[config.mk]
export PLATFORM = sky130hd
export DESIGN_NAME = vx_mem_perf_ctr
export DESIGN_NICKNAME = d
export VERILOG_FILES = /design/src/rtl/vx_mem_perf_ctr.sv
export SDC_FILE = /design/constraint.sdc
export NUM_CORES = 1
export LEC_CHECK = 0
export ABC_AREA = 1
export BUFFER_PORTS_ARGS = -buffer_cell sky130_fd_sc_hd__buf_2
export CELL_PAD_IN_SITES_DETAIL_PLACEMENT = 1
export CELL_PAD_IN_SITES_GLOBAL_PLACEMENT = 1
export CORE_UTILIZATION = 37
export CTS_CLUSTER_SIZE = 20
export DETAILED_ROUTE_END_ITERATION = 16
export GPL_TIMING_DRIVEN = 0
export PLACE_DENSITY = 0.8
export SYNTH_ARGS = -nofsm -noshare
export SYNTH_HDL_FRONTEND = slang
export SYNTH_SLANG_ARGS = --single-unit
export TNS_END_PERCENT = 30
[constraint.sdc]
create_clock -name clk -period 4.4 [get_ports clk]
set_input_delay 0.44 -clock clk [delete_from_list [all_inputs] [get_ports clk]]
set_output_delay 0.44 -clock clk [all_outputs]
set_load 0.01 [all_outputs]
[src/rtl/vx_mem_perf_ctr.sv]
// Memory performance counters.
// Passively observes a memory request/response handshake and reports the
// accepted read and write requests, the number of outstanding reads, and a
// latency integral (the sum over cycles of the outstanding-read count).
// Tracker overflow and underflow set a sticky error flag. All outputs are
// registered, so an event in cycle N is visible on the outputs in cycle N+1.

module vx_mem_perf_ctr #(
    parameter int unsigned PERF_CTR_BITS = 44,
    parameter int unsigned PENDING_BITS  = 8
) (
    input  logic                     clk,
    input  logic                     reset,

    input  logic                     perf_enable,
    input  logic                     perf_clear,

    input  logic                     mem_req_valid,
    input  logic                     mem_req_rw,
    input  logic                     mem_req_ready,
    input  logic                     mem_rsp_valid,
    input  logic                     mem_rsp_ready,

    output logic [PERF_CTR_BITS-1:0] mem_reads,
    output logic [PERF_CTR_BITS-1:0] mem_writes,
    output logic [PERF_CTR_BITS-1:0] mem_latency,
    output logic [PENDING_BITS-1:0]  pending_reads,
    output logic                     perf_error
);

    localparam logic [PENDING_BITS-1:0] PendingMax  = {PENDING_BITS{1'b1}};
    localparam logic [PENDING_BITS-1:0] PendingZero = '0;

    // Handshake decode; nothing here ever feeds back into the bus.
    logic read_fire;
    logic write_fire;
    logic rsp_fire;

    assign read_fire  = mem_req_valid & mem_req_ready & ~mem_req_rw;
    assign write_fire = mem_req_valid & mem_req_ready &  mem_req_rw;
    assign rsp_fire   = mem_rsp_valid & mem_rsp_ready;

    // Register state
    logic [PERF_CTR_BITS-1:0] mem_reads_q,   mem_reads_d;
    logic [PERF_CTR_BITS-1:0] mem_writes_q,  mem_writes_d;
    logic [PERF_CTR_BITS-1:0] mem_latency_q, mem_latency_d;
    logic [PENDING_BITS-1:0]  pending_q,     pending_d;
    logic                     error_q,       error_d;

    logic                     tracker_overflow;
    logic                     tracker_underflow;

    // Outstanding-read tracker: saturates at both ends instead of wrapping.
    // It runs regardless of perf_enable/perf_clear so it always mirrors the
    // true number of reads in flight.
    always_comb begin
        pending_d         = pending_q;
        tracker_overflow  = 1'b0;
        tracker_underflow = 1'b0;
        if (read_fire && !rsp_fire) begin
            if (pending_q == PendingMax) begin
                tracker_overflow = 1'b1;
            end else begin
                pending_d = pending_q + 1'b1;
            end
        end else if (rsp_fire && !read_fire) begin
            if (pending_q == PendingZero) begin
                tracker_underflow = 1'b1;
            end else begin
                pending_d = pending_q - 1'b1;
            end
        end
    end

    // Sticky error flag; clear wins over a set in the same cycle.
    always_comb begin
        error_d = error_q;
        if (perf_clear) begin
            error_d = 1'b0;
        end else if (tracker_overflow || tracker_underflow) begin
            error_d = 1'b1;
        end
    end

    // Event counters: modulo arithmetic, wrap is silent. Latency integrates
    // the tracker value as it stood during this cycle (before update).
    always_comb begin
        mem_reads_d   = mem_reads_q;
        mem_writes_d  = mem_writes_q;
        mem_latency_d = mem_latency_q;
        if (perf_clear) begin
            mem_reads_d   = '0;
            mem_writes_d  = '0;
            mem_latency_d = '0;
        end else if (perf_enable) begin
            mem_reads_d   = mem_reads_q   + PERF_CTR_BITS'(read_fire);
            mem_writes_d  = mem_writes_q  + PERF_CTR_BITS'(write_fire);
            mem_latency_d = mem_latency_q + PERF_CTR_BITS'(pending_q);
        end
    end

    // State registers with asynchronous active-high reset
    always_ff @(posedge clk or posedge reset) begin
        if (reset) begin
            mem_reads_q   <= '0;
            mem_writes_q  <= '0;
            mem_latency_q <= '0;
            pending_q     <= '0;
            error_q       <= 1'b0;
        end else begin
            mem_reads_q   <= mem_reads_d;
            mem_writes_q  <= mem_writes_d;
            mem_latency_q <= mem_latency_d;
            pending_q     <= pending_d;
            error_q       <= error_d;
        end
    end

    assign mem_reads     = mem_reads_q;
    assign mem_writes    = mem_writes_q;
    assign mem_latency   = mem_latency_q;
    assign pending_reads = pending_q;
    assign perf_error    = error_q;

endmodule

* Word level (Yosys, flattened, before mapping) *
Cells that the tools add are included.

storage, ports and cells
  bits of input ports = 9
  bits in registers = 141

operators by class
  multiplexer cells = 17
  add/sub/neg operators = 5
  reductions and logical operators = 10
  bitwise operators = 5
  equal/unequal tests = 3

operators with widths
  cell                                                                count
  44-bit 2-to-1 mux                                                   6
  44-bit by 1-bit adder with 44-bit output                            2
  44-bit by 8-bit adder with 44-bit output                            1
  8-bit 2-to-1 mux                                                    4
  8-bit by 1-bit adder with 8-bit output, second input constant       1
  8-bit == test, second input constant                                1
  8-bit zero test                                                     1
  8-bit by 1-bit subtractor with 8-bit output, second input constant  1
  1-bit 2-to-1 mux                                                    7
  2-bit nonzero test                                                  3
  1-bit AND                                                           4
  2-bit inequality test, second input constant                        2
  3-bit AND reduction                                                 1
  1-bit logical AND                                                   2
  1-bit zero test                                                     2
  1-bit logical OR                                                    1
  1-bit inverter                                                      1

* Depth between registers and ports, before layout *
Gate-level depths: netlist of run 1.

  depth in word-level cells = 9
  depth in mapped cells = 13
  mapped depth without buffers = 13

* Worst setup path after synthesis of run 1 *
Ideal clock, no wire load.

  path type = input port to flip-flop
  from = input port mem_req_ready
  to = register pending_q[5] (netlist: pending_reads[5])
  stages on the path = 10
  buffers on the path = 0
  data required time = 4,272 ps
  arrival = 2,079 ps
  path slack = 2,193 ps
  path through = inv_1 > nor3_1 > ha_1 > inv_1 > ha_1 > a21oi_1 > nand2_1 > a21oi_1 > xor2_1 > o21ai_0

between the ends
  word-level cells in the longest chain between the ends = 6

RTL lines
  element                               line  text
  start: declaration                    20    input logic mem_req_ready,
  1-bit AND (*) (2 in a row)            39    assign read_fire = mem_req_valid & mem_req_ready & ~mem_req_rw;
  1-bit zero test                       66    end else if (rsp_fire && !read_fire) begin
  1-bit logical AND                     66
  2-bit nonzero test (no source line)   -
  3-bit AND reduction (no source line)  -
  end signal: assignment                114   pending_q <= pending_d;
  end: declaration                      47    logic [PENDING_BITS-1:0] pending_q, pending_d;

Every way passes the cells marked *; elsewhere a longest branch is shown, timed or not.
A chain may end at the register's enable or synchronous reset.

* Worst setup path in the final report of run 1 *
  from = input port mem_req_rw
  to = register mem_reads_q[38] (netlist: mem_reads[38])

between the ends
  word-level cells in the longest chain between the ends = 5

RTL lines
  element                                   line  text
  start: declaration                        19    input logic mem_req_rw,
  1-bit inverter                            39
  1-bit AND                                 39
  44-bit by 1-bit adder with 44-bit output  96    mem_reads_d = mem_reads_q + PERF_CTR_BITS'(read_fire);
  44-bit 2-to-1 mux                         95    end else if (perf_enable) begin
  44-bit 2-to-1 mux                         91    if (perf_clear) begin
  end signal: assignment                    111   mem_reads_q <= mem_reads_d;
  end: declaration                          44    logic [PERF_CTR_BITS-1:0] mem_reads_q, mem_reads_d;

No other way between the ends. The select of a mux whose other input is x is not followed.

==> out/results.tsv, run 1 <==
stage	metric	value	unit
finish	fin util	0.453	
synth	predominant post-synthesis flop cell	dfrtp_1	
synth	Post-Synthesis Cells	1395	
finish	layout cells sized above 1	0.135	
synth	syn_nets	1426	
floorplanning	initial core utilization	0.377	
timing	max-slew headroom at the worst pin	0.455	
clock_tree	Num CTS Buffers	17	
clock_tree	CTS HTree Levels	4	
timing	fin crit period	2.73	ns
setup_path	critical path class	input pin to flop	
clock_tree	clk slew on worst S/H paths	0.06	ns
finish	fillers	3271	
setup_path	worst-path cell chain	buf_2 -> nor3_1 -> ha_1 -> ha_1 -> nand3_1 -> nor2_1 -> nand2_1 -> nor3_1 -> nand3_1 -> nand2_1 -> nand2_1 -> nor2_1	
run	Max Cap Viol	0	
finish	fin area	11000	sq um
setup_path	Slowest-stage cell, CP	nor3_1	
clock_tree	cts hold-fix bufs	1	
setup_path	Worst Setup End Kind	flop	
clock_tree	CTS tree	yes	
finish	Area growth syn-to-layout	20.3	%
clock_tree	CTS Buffer Depth	2	
timing	Worst Skew	0.00986	ns
timing	Tightest Pin Transition	0.811	ns
clock_tree	clock root buffer	clkbuf_16	
finish	commonest non-fill, non-tap cells in the layout	nand2_1 (414), nor2_1 (248), inv_1 (176)	
pwr	leakage	0.00546	uW
clock_tree	Clock Sinks	141	
route	Vias	9997	
global_route	gr usage total	0.269	
timing	Setup WS post-layout	1.67	ns
finish	commonest non-fill, non-tap cell in the layout	nand2_1	
floorplanning	Die Footprint	25400	sq um
clock_tree	Clk Latency, worst-skew pair	0.43	ns
floorplanning	Core Region	24300	sq um
setup_path	critical path fanouts, max	4	
synth	unique cell type count in the Yosys netlist	38	
timing	Hold Vio Cnt, Final	0	
setup_path	WP data arrival	3.09	ns
route	DRT Wirelength	33300	microns
global_route	antenna violations before repair	0	
route	DRC viols	0	
place	post-DP HPWL	25100	microns
synth	Post-synth EDFFs	0	
floorplanning	Cell Rows	57	
timing	Final Cycle Share	0.620	
route	Initial DRC Count	543	
floorplanning	I/O Pins	150	
timing	FMAX	367	MHz
route	via/cell ratio	5.25	
timing	Slew Viols, Final	0	
pwr	Max IR drop VDD	0.227	mV
floorplanning	die height	159	microns
timing	Hold Slack	0.355	ns
timing	RSZ-0062 raised after global routing	false	
setup_path	crit path launch type	input pin	
place	post-place setup slack	1.21	ns
clock_tree	post-CTS setup buffers	0	
place	routability cong.	0.932	
clock_tree	# resized after CTS	0	
route	Routed Antenna Nets	0	
synth	syn avg cell area	6.57	sq um
synth	post-synthesis register bit count	141	
setup_path	CP dominant cell by count	nand2_1	
global_route	GRT overflow	0	
synth	warning count from the yosys run	0	
floorplanning	Die X	159	microns
run_status	status	complete, no violations	
finish	Finished Layout Cells	1903	
global_route	vias in the first global route	10390	
route	DR pass1 iterations	4	
setup_path	CP max stage delay	0.67	ns
synth	Post-synth ARST share	1.00	
worst_hold_path	HP Class	input pin to flop	
synth	Syn Std Cell Area	9160	sq um
setup_path	WP data required	4.77	ns
place	DP Area	10400	sq um
place	IO Port Bufs	149	
synth	Seq/Total Area, Yosys	0.385	
pwr	Cell Pwr Density	358	nW/um^2
global_route	largest net degree at the start of global routing	80	
global_route	first-pass GRT wire length	54400	microns
route	DR WL/cell	17.5	microns
finish	Total Nets Final	1597	
place	placed cells	1870	
finish	n_diodes	0	
timing	Final Setup Violations	0	
cells in the mapped netlist (3+ instances only):
library cell | n | area share
a21o_1 | 3 | 0.0025
a21oi_1 | 59 | 0.032
nor3_2 | 5 | 0.0055
a31oi_1 | 6 | 0.0041
nor3_1 | 38 | 0.021
nor2_2 | 13 | 0.0089
nor2_1 | 248 | 0.10
nand3_1 | 103 | 0.056
buf_2 | 4 | 0.0022
buf_1 | 3 | 0.0012
o21a_1 | 7 | 0.0057
and2_1 | 3 | 0.0020
nand4_1 | 42 | 0.029
inv_1 | 177 | 0.073
xnor2_1 | 10 | 0.0096
o21ai_0 | 54 | 0.029
ha_1 | 20 | 0.027
nand2_1 | 414 | 0.17
clkbuf_1 | 14 | 0.0057
dfrtp_1 | 141 | 0.39
xor2_1 | 4 | 0.0038
cell type report:
| cell class | instances | area, sq um | area share |
|---|---|---|---|
| timing repair buffer | 152 | 811 | 0.0735 |
| inverter | 180 | 681 | 0.0617 |
| multi-input combinational | 1051 | 4850 | 0.440 |
| clock buffer | 21 | 450 | 0.0409 |
| clock inverter | 11 | 190 | 0.0172 |
| tap | 324 | 405 | 0.0368 |
| sequential | 141 | 3530 | 0.320 |
| buffer | 23 | 106 | 0.00965 |
state kept, by name, indices dropped and copies added, names as in the netlist:
| signal | cells |
|---|---|
| perf_error | 1 |
| mem_reads | 44 |
| pending_reads | 8 |
| mem_latency | 44 |
| mem_writes | 44 |
worst max-delay path: cells and delay by family:
| family | cells | cell delay (ns) |
|---|---|---|
| and+or+nand+nor | 9 | 2.03 |
| adders and majority gates | 2 | 0.52 |
| buffers and inverters | 1 | 0.11 |
power by group:
group	internal, uW	leakage (uW)	switching (uW)
sequential	1370	0.00195	106
clock	1020	0.000299	604
combinational	335	0.00321	520
metrics by stage:
| step | TNS, ns | total power (uW) |
|---|---|---|
| final | 0 | 3950 |
| after global routing | 0 | 4150 |
| after detailed placement | 0 | 2350 |
| after CTS | 0 | 3980 |
| after floorplan | 0 | 2080 |
| after global placement | -263.32 | 2310 |
metal layers:
| layer | GRT usage | share of wire |
|---|---|---|
| met1 | 0.340 | 0.44 |
| met3 | 0.0367 | 0.039 |
| met5 | 0 | 0 |
| met2 | 0.469 | 0.49 |
| met4 | 0.0975 | 0.024 |
final timing paths:
kind | slack, ns | start | depth (start not counted) | endpoint
worst min register to register | 0.52 | mem_reads[0]$_DFFE_PP0P_ | 2 | mem_reads[0]$_DFFE_PP0P_
max in group asynchronous | 3.02 | reset | 5 | mem_latency[12]$_DFFE_PP0P_
worst max register to register | 2.01 | mem_writes[0]$_DFFE_PP0P_ | 10 | mem_writes[34]$_DFFE_PP0P_
min in group asynchronous | 0.47 | reset | 3 | mem_latency[31]$_DFFE_PP0P_
worst max-delay path | 1.67 | mem_req_rw | 12 | mem_reads[38]$_DFFE_PP0P_
worst min-delay path | 0.36 | perf_clear | 3 | mem_reads[20]$_DFFE_PP0P_
kinds of logic (layout without fill, tap and decap cells):
family,after synthesis,count (layout),share of synthesized area
AOI/OAI and AO/OA,134,134,0.0782
xor gates and xnor gates,14,14,0.0134
adders and majority gates,22,22,0.0317
buffers and inverters,203,387,0.0853
DFF,141,141,0.385
and+or+nand+nor,881,881,0.406
Note: power is estimated with default switching activity, not from simulation.
==> run 2: changes to the inputs <==
--- a/config.mk
+++ b/config.mk
@@ -5,15 +5,15 @@
 export SDC_FILE = /design/constraint.sdc
 export NUM_CORES = 1
 export LEC_CHECK = 0
-export ABC_AREA = 1
+export ABC_AREA = 0
 export BUFFER_PORTS_ARGS = -buffer_cell sky130_fd_sc_hd__buf_2
 export CELL_PAD_IN_SITES_DETAIL_PLACEMENT = 1
 export CELL_PAD_IN_SITES_GLOBAL_PLACEMENT = 1
-export CORE_UTILIZATION = 37
+export CORE_UTILIZATION = 38
 export CTS_CLUSTER_SIZE = 20
 export DETAILED_ROUTE_END_ITERATION = 16
 export GPL_TIMING_DRIVEN = 0
-export PLACE_DENSITY = 0.8
+export PLACE_DENSITY = 0.78
 export SYNTH_ARGS = -nofsm -noshare
 export SYNTH_HDL_FRONTEND = slang
 export SYNTH_SLANG_ARGS = --single-unit
==> constraint.sdc (replaced) <==
create_clock -name clk -period 2.2 [get_ports clk]
set_input_delay 0.22 -clock clk [delete_from_list [all_inputs] [get_ports clk]]
set_output_delay 0.22 -clock clk [all_outputs]
set_load 0.01 [all_outputs]
==> out/results.tsv, run 2 <==
stage	metric	value	unit	change
timing	Hold Vio Cnt, Final	0		unchanged
route	DRC viols	0		unchanged
clock_tree	Num CTS Buffers	17		unchanged
timing	Final Cycle Share	0.996		
synth	Syn Std Cell Area	7480	sq um	was 9160 sq um
synth	Post-Synthesis Cells	772		was 1395
route	DR pass1 iterations	4		unchanged
place	routability cong.	0.765		was 0.932
synth	dominant cells by area after synthesis	dfrtp_1 (47%), xor2_1 (9.1%), nor2_1 (6.6%)		was dfrtp_1 (39%), nand2_1 (17%), nor2_1 (10%)
route	DR WL/cell	18.1	microns	was 17.5 microns
global_route	vias in the first global route	6881		was 10390
synth	post-synthesis register bit count	141		unchanged
synth	Post-synth top cells	dfrtp_1 (141), nor2_1 (131), xor2_1 (78), nand3_1 (47), nand2_1 (39)		was nand2_1 (414), nor2_1 (248), inv_1 (177), dfrtp_1 (141), nand3_1 (103)
synth	syn_nets	803		was 1426
setup_path	WP data required	2.51	ns	was 4.77 ns
floorplanning	I/O Pins	150		unchanged
setup_path	Worst Setup End Kind	flop		unchanged
floorplanning	Die X	142	microns	was 159 microns
pwr	leakage	0.00475	uW	was 0.00546 uW
place	DP Area	8630	sq um	was 10400 sq um
global_route	first-pass GRT wire length	36200	microns	was 54400 microns
setup_path	critical path class	flop to flop		was input pin to flop
route	DRT Wirelength	22600	microns	was 33300 microns
worst_hold_path	HP Start	mem_rsp_ready		was perf_clear
setup_path	R2R depth	5		was 10
setup_path	reg2reg start	pending_reads[7]$_DFFE_PP0P_		was mem_writes[0]$_DFFE_PP0P_
finish	Area growth syn-to-layout	34.2	%	was 20.3%
finish	Total Nets Final	1006		was 1597
synth	cell taking the most area after synthesis	dfrtp_1		unchanged
synth	Post-synth EDFFs	0		unchanged
floorplanning	Cell Rows	50		was 57
setup_path	crit path launch type	flop		was input pin
finish	commonest non-fill, non-tap cell in the layout	buf_2		was nand2_1
synth	Post-synth ARST share	1.00		unchanged
global_route	gr usage total	0.229		was 0.269
pwr	Max IR drop VDD	0.708	mV	was 0.227 mV
clock_tree	CTS HTree Levels	4		unchanged
route	Routed Antenna Nets	0		unchanged
synth	count leader, synth	dfrtp_1		was nand2_1
timing	Final Setup Violations	0		unchanged
timing	fin crit period	2.19	ns	
timing	Worst Skew	0.00817	ns	was 0.00986 ns
run	Max Cap Viol	0		unchanged
synth	syn avg cell area	9.69	sq um	was 6.57 sq um
timing	max-slew headroom at the worst pin	0.509		was 0.455
finish	layout cells sized above 1	0.303		was 0.135
setup_path	reg2reg end	mem_latency[25]$_DFFE_PP0P_		was mem_writes[34]$_DFFE_PP0P_
floorplanning	Die Footprint	20200	sq um	was 25400 sq um
clock_tree	CTS Buffer Depth	2		unchanged
worst_hold_path	end of the worst hold path	perf_error$_DFFE_PP0P_		was mem_reads[20]$_DFFE_PP0P_
synth	predominant post-synthesis flop cell	dfrtp_1		unchanged
place	IO Port Bufs	148		was 149
timing	Hold Slack	0.333	ns	was 0.355 ns
floorplanning	Core Region	19000	sq um	was 24300 sq um
finish	fin area	10000	sq um	was 11000 sq um
setup_path	WP data arrival	2.50	ns	was 3.09 ns
setup_path	reg-to-reg slack, setup	0.009	ns	was 2.01 ns
setup_path	critical path fanouts, max	10		was 4
place	post-DP HPWL	15300	microns	was 25100 microns
route	via/cell ratio	5.33		was 5.25
global_route	antenna violations before repair	1		was 0
floorplanning	initial core utilization	0.393		was 0.377
clock_tree	CTS tree	yes		unchanged
timing	FMAX	456	MHz	
synth	Seq/Total Area, Yosys	0.472		was 0.385
clock_tree	Clk Latency, worst-skew pair	0.42	ns	was 0.43 ns
pwr	Cell Pwr Density	922	nW/um^2	was 358 nW/um^2
clock_tree	clock root buffer	clkbuf_16		unchanged
global_route	largest net degree at the start of global routing	39		was 80
timing	Tightest Pin Transition	0.736	ns	was 0.811 ns
route	Initial DRC Count	221		was 543
timing	RSZ-0062 raised after global routing	true		was false
finish	commonest non-fill, non-tap cells in the layout	buf_2 (149), dfrtp_1 (130), nor2_1 (126)		was nand2_1 (414), nor2_1 (248), inv_1 (176)
clock_tree	clk slew on worst S/H paths	0.06	ns	about the same
route	Vias	6651		was 9997
synth	unique cell type count in the Yosys netlist	48		was 38
worst_hold_path	HP Class	input pin to flop		unchanged
synth	warning count from the yosys run	0		unchanged
worst_hold_path	Hold Path Depth	6		was 3
floorplanning	die height	142	microns	was 159 microns
timing	Slew Viols, Final	0		unchanged
run_status	status	complete, no violations		unchanged
clock_tree	Clock Sinks	141		unchanged
global_route	GRT overflow	0		unchanged
synth	top cell type's share of synthesized area	0.472		was 0.385
[run 2: cell types whose count changed after synthesis, moves of 35 or more]
cell	previous run	this run
nand3_1	103	47
a21oi_1	59	24
xor2_1	4	78
nand2_1	414	39
nor2_1	248	131
inv_1	177	15
[run 2: worst max-delay path, cell delays in order, from the launching register on]
cell      delay [ns]
dfrtp_1         0.49
ha_1            0.30
clkbuf_1        0.48
o21ai_4         0.15
nor4b_2         0.28
mux2_2          0.36
[run 2: logic make-up after synthesis]
| family | after synthesis | synth area share |
|---|---|---|
| mux | 15 | 0.0209 |
| buf+inv | 41 | 0.0214 |
| flops | 141 | 0.472 |
| xor+xnor | 114 | 0.134 |
| compound gates | 89 | 0.0753 |
| fa+ha+maj | 22 | 0.0388 |
| simple gates | 350 | 0.238 |
[run 2: timing repair]
item                       CTS  global route
buffers inserted            17            11
hold endpoints to repair    20             0
cloned                       3             0
hold buffers                 1             0
resized for setup           61            47
setup endpoints to repair   62            76
pin swaps                   25            23
[run 2: cell type report]
cell class,count,area [sq um]
multi-input cells,591,4190
well taps,260,325
inverters,15,60.1
clock inverters,10,233
flip-flops and latches,141,3540
clock buffers,22,464
fillers,2198,8980
plain buffers,26,136
repair buffers,183,1080
diodes,1,2.50
[run 2: worst max-delay path by stage]
stage	slack, ns	from	endpoint	cells past startpoint
final	0.009	pending_reads[7]$_DFFE_PP0P_	mem_latency[25]$_DFFE_PP0P_	5
after global routing	-0.1	pending_reads[7]$_DFFE_PP0P_	mem_latency[25]$_DFFE_PP0P_	5
after CTS	-0.13	mem_writes[7]$_DFFE_PP0P_	mem_writes[39]$_DFFE_PP0P_	6
after detailed placement	-0.93	pending_reads[0]$_DFFE_PP0P_	mem_latency[26]$_DFFE_PP0P_	9
after global placement	-0.90	pending_reads[0]$_DFFE_PP0P_	mem_latency[24]$_DFFE_PP0P_	9
after floorplan	-0.12	pending_reads[0]$_DFFE_PP0P_	mem_latency[14]$_DFFE_PP0P_	9
[run 2: per-stage QoR]
stage	utilization	setup WS [ns]	setup TNS, ns	instances	power [uW]
final	0.528	0.00873	0	1249	9250
after global routing	0.528	-0.0997	-1.24	1248	9680
after CTS	0.513	-0.133	-0.955	1237	9010
after detailed placement	0.454	-0.930	-27.99	1184	4880
after global placement	0.449	-0.899	-147.69	1180	4800
after floorplan	-	-0.118	-1.22	772	4290
[run 2: metal layers]
metal / vias to the layer above / routed length (microns) / track usage
met3: 26 / 933 / 0.0491
met5: - / 0 / 0
met2: 141 / 11400 / 0.392
li1: 3114 / - / -
met1: 3370 / 9980 / 0.290
met4: 0 / 297 / 0.0668
[run 2: power by group]
group,switching (uW),internal [uW],total (uW)
combinational,1490,1340,2820
clock,1150,2310,3460
sequential,215,2750,2970
total,2860,6400,9250
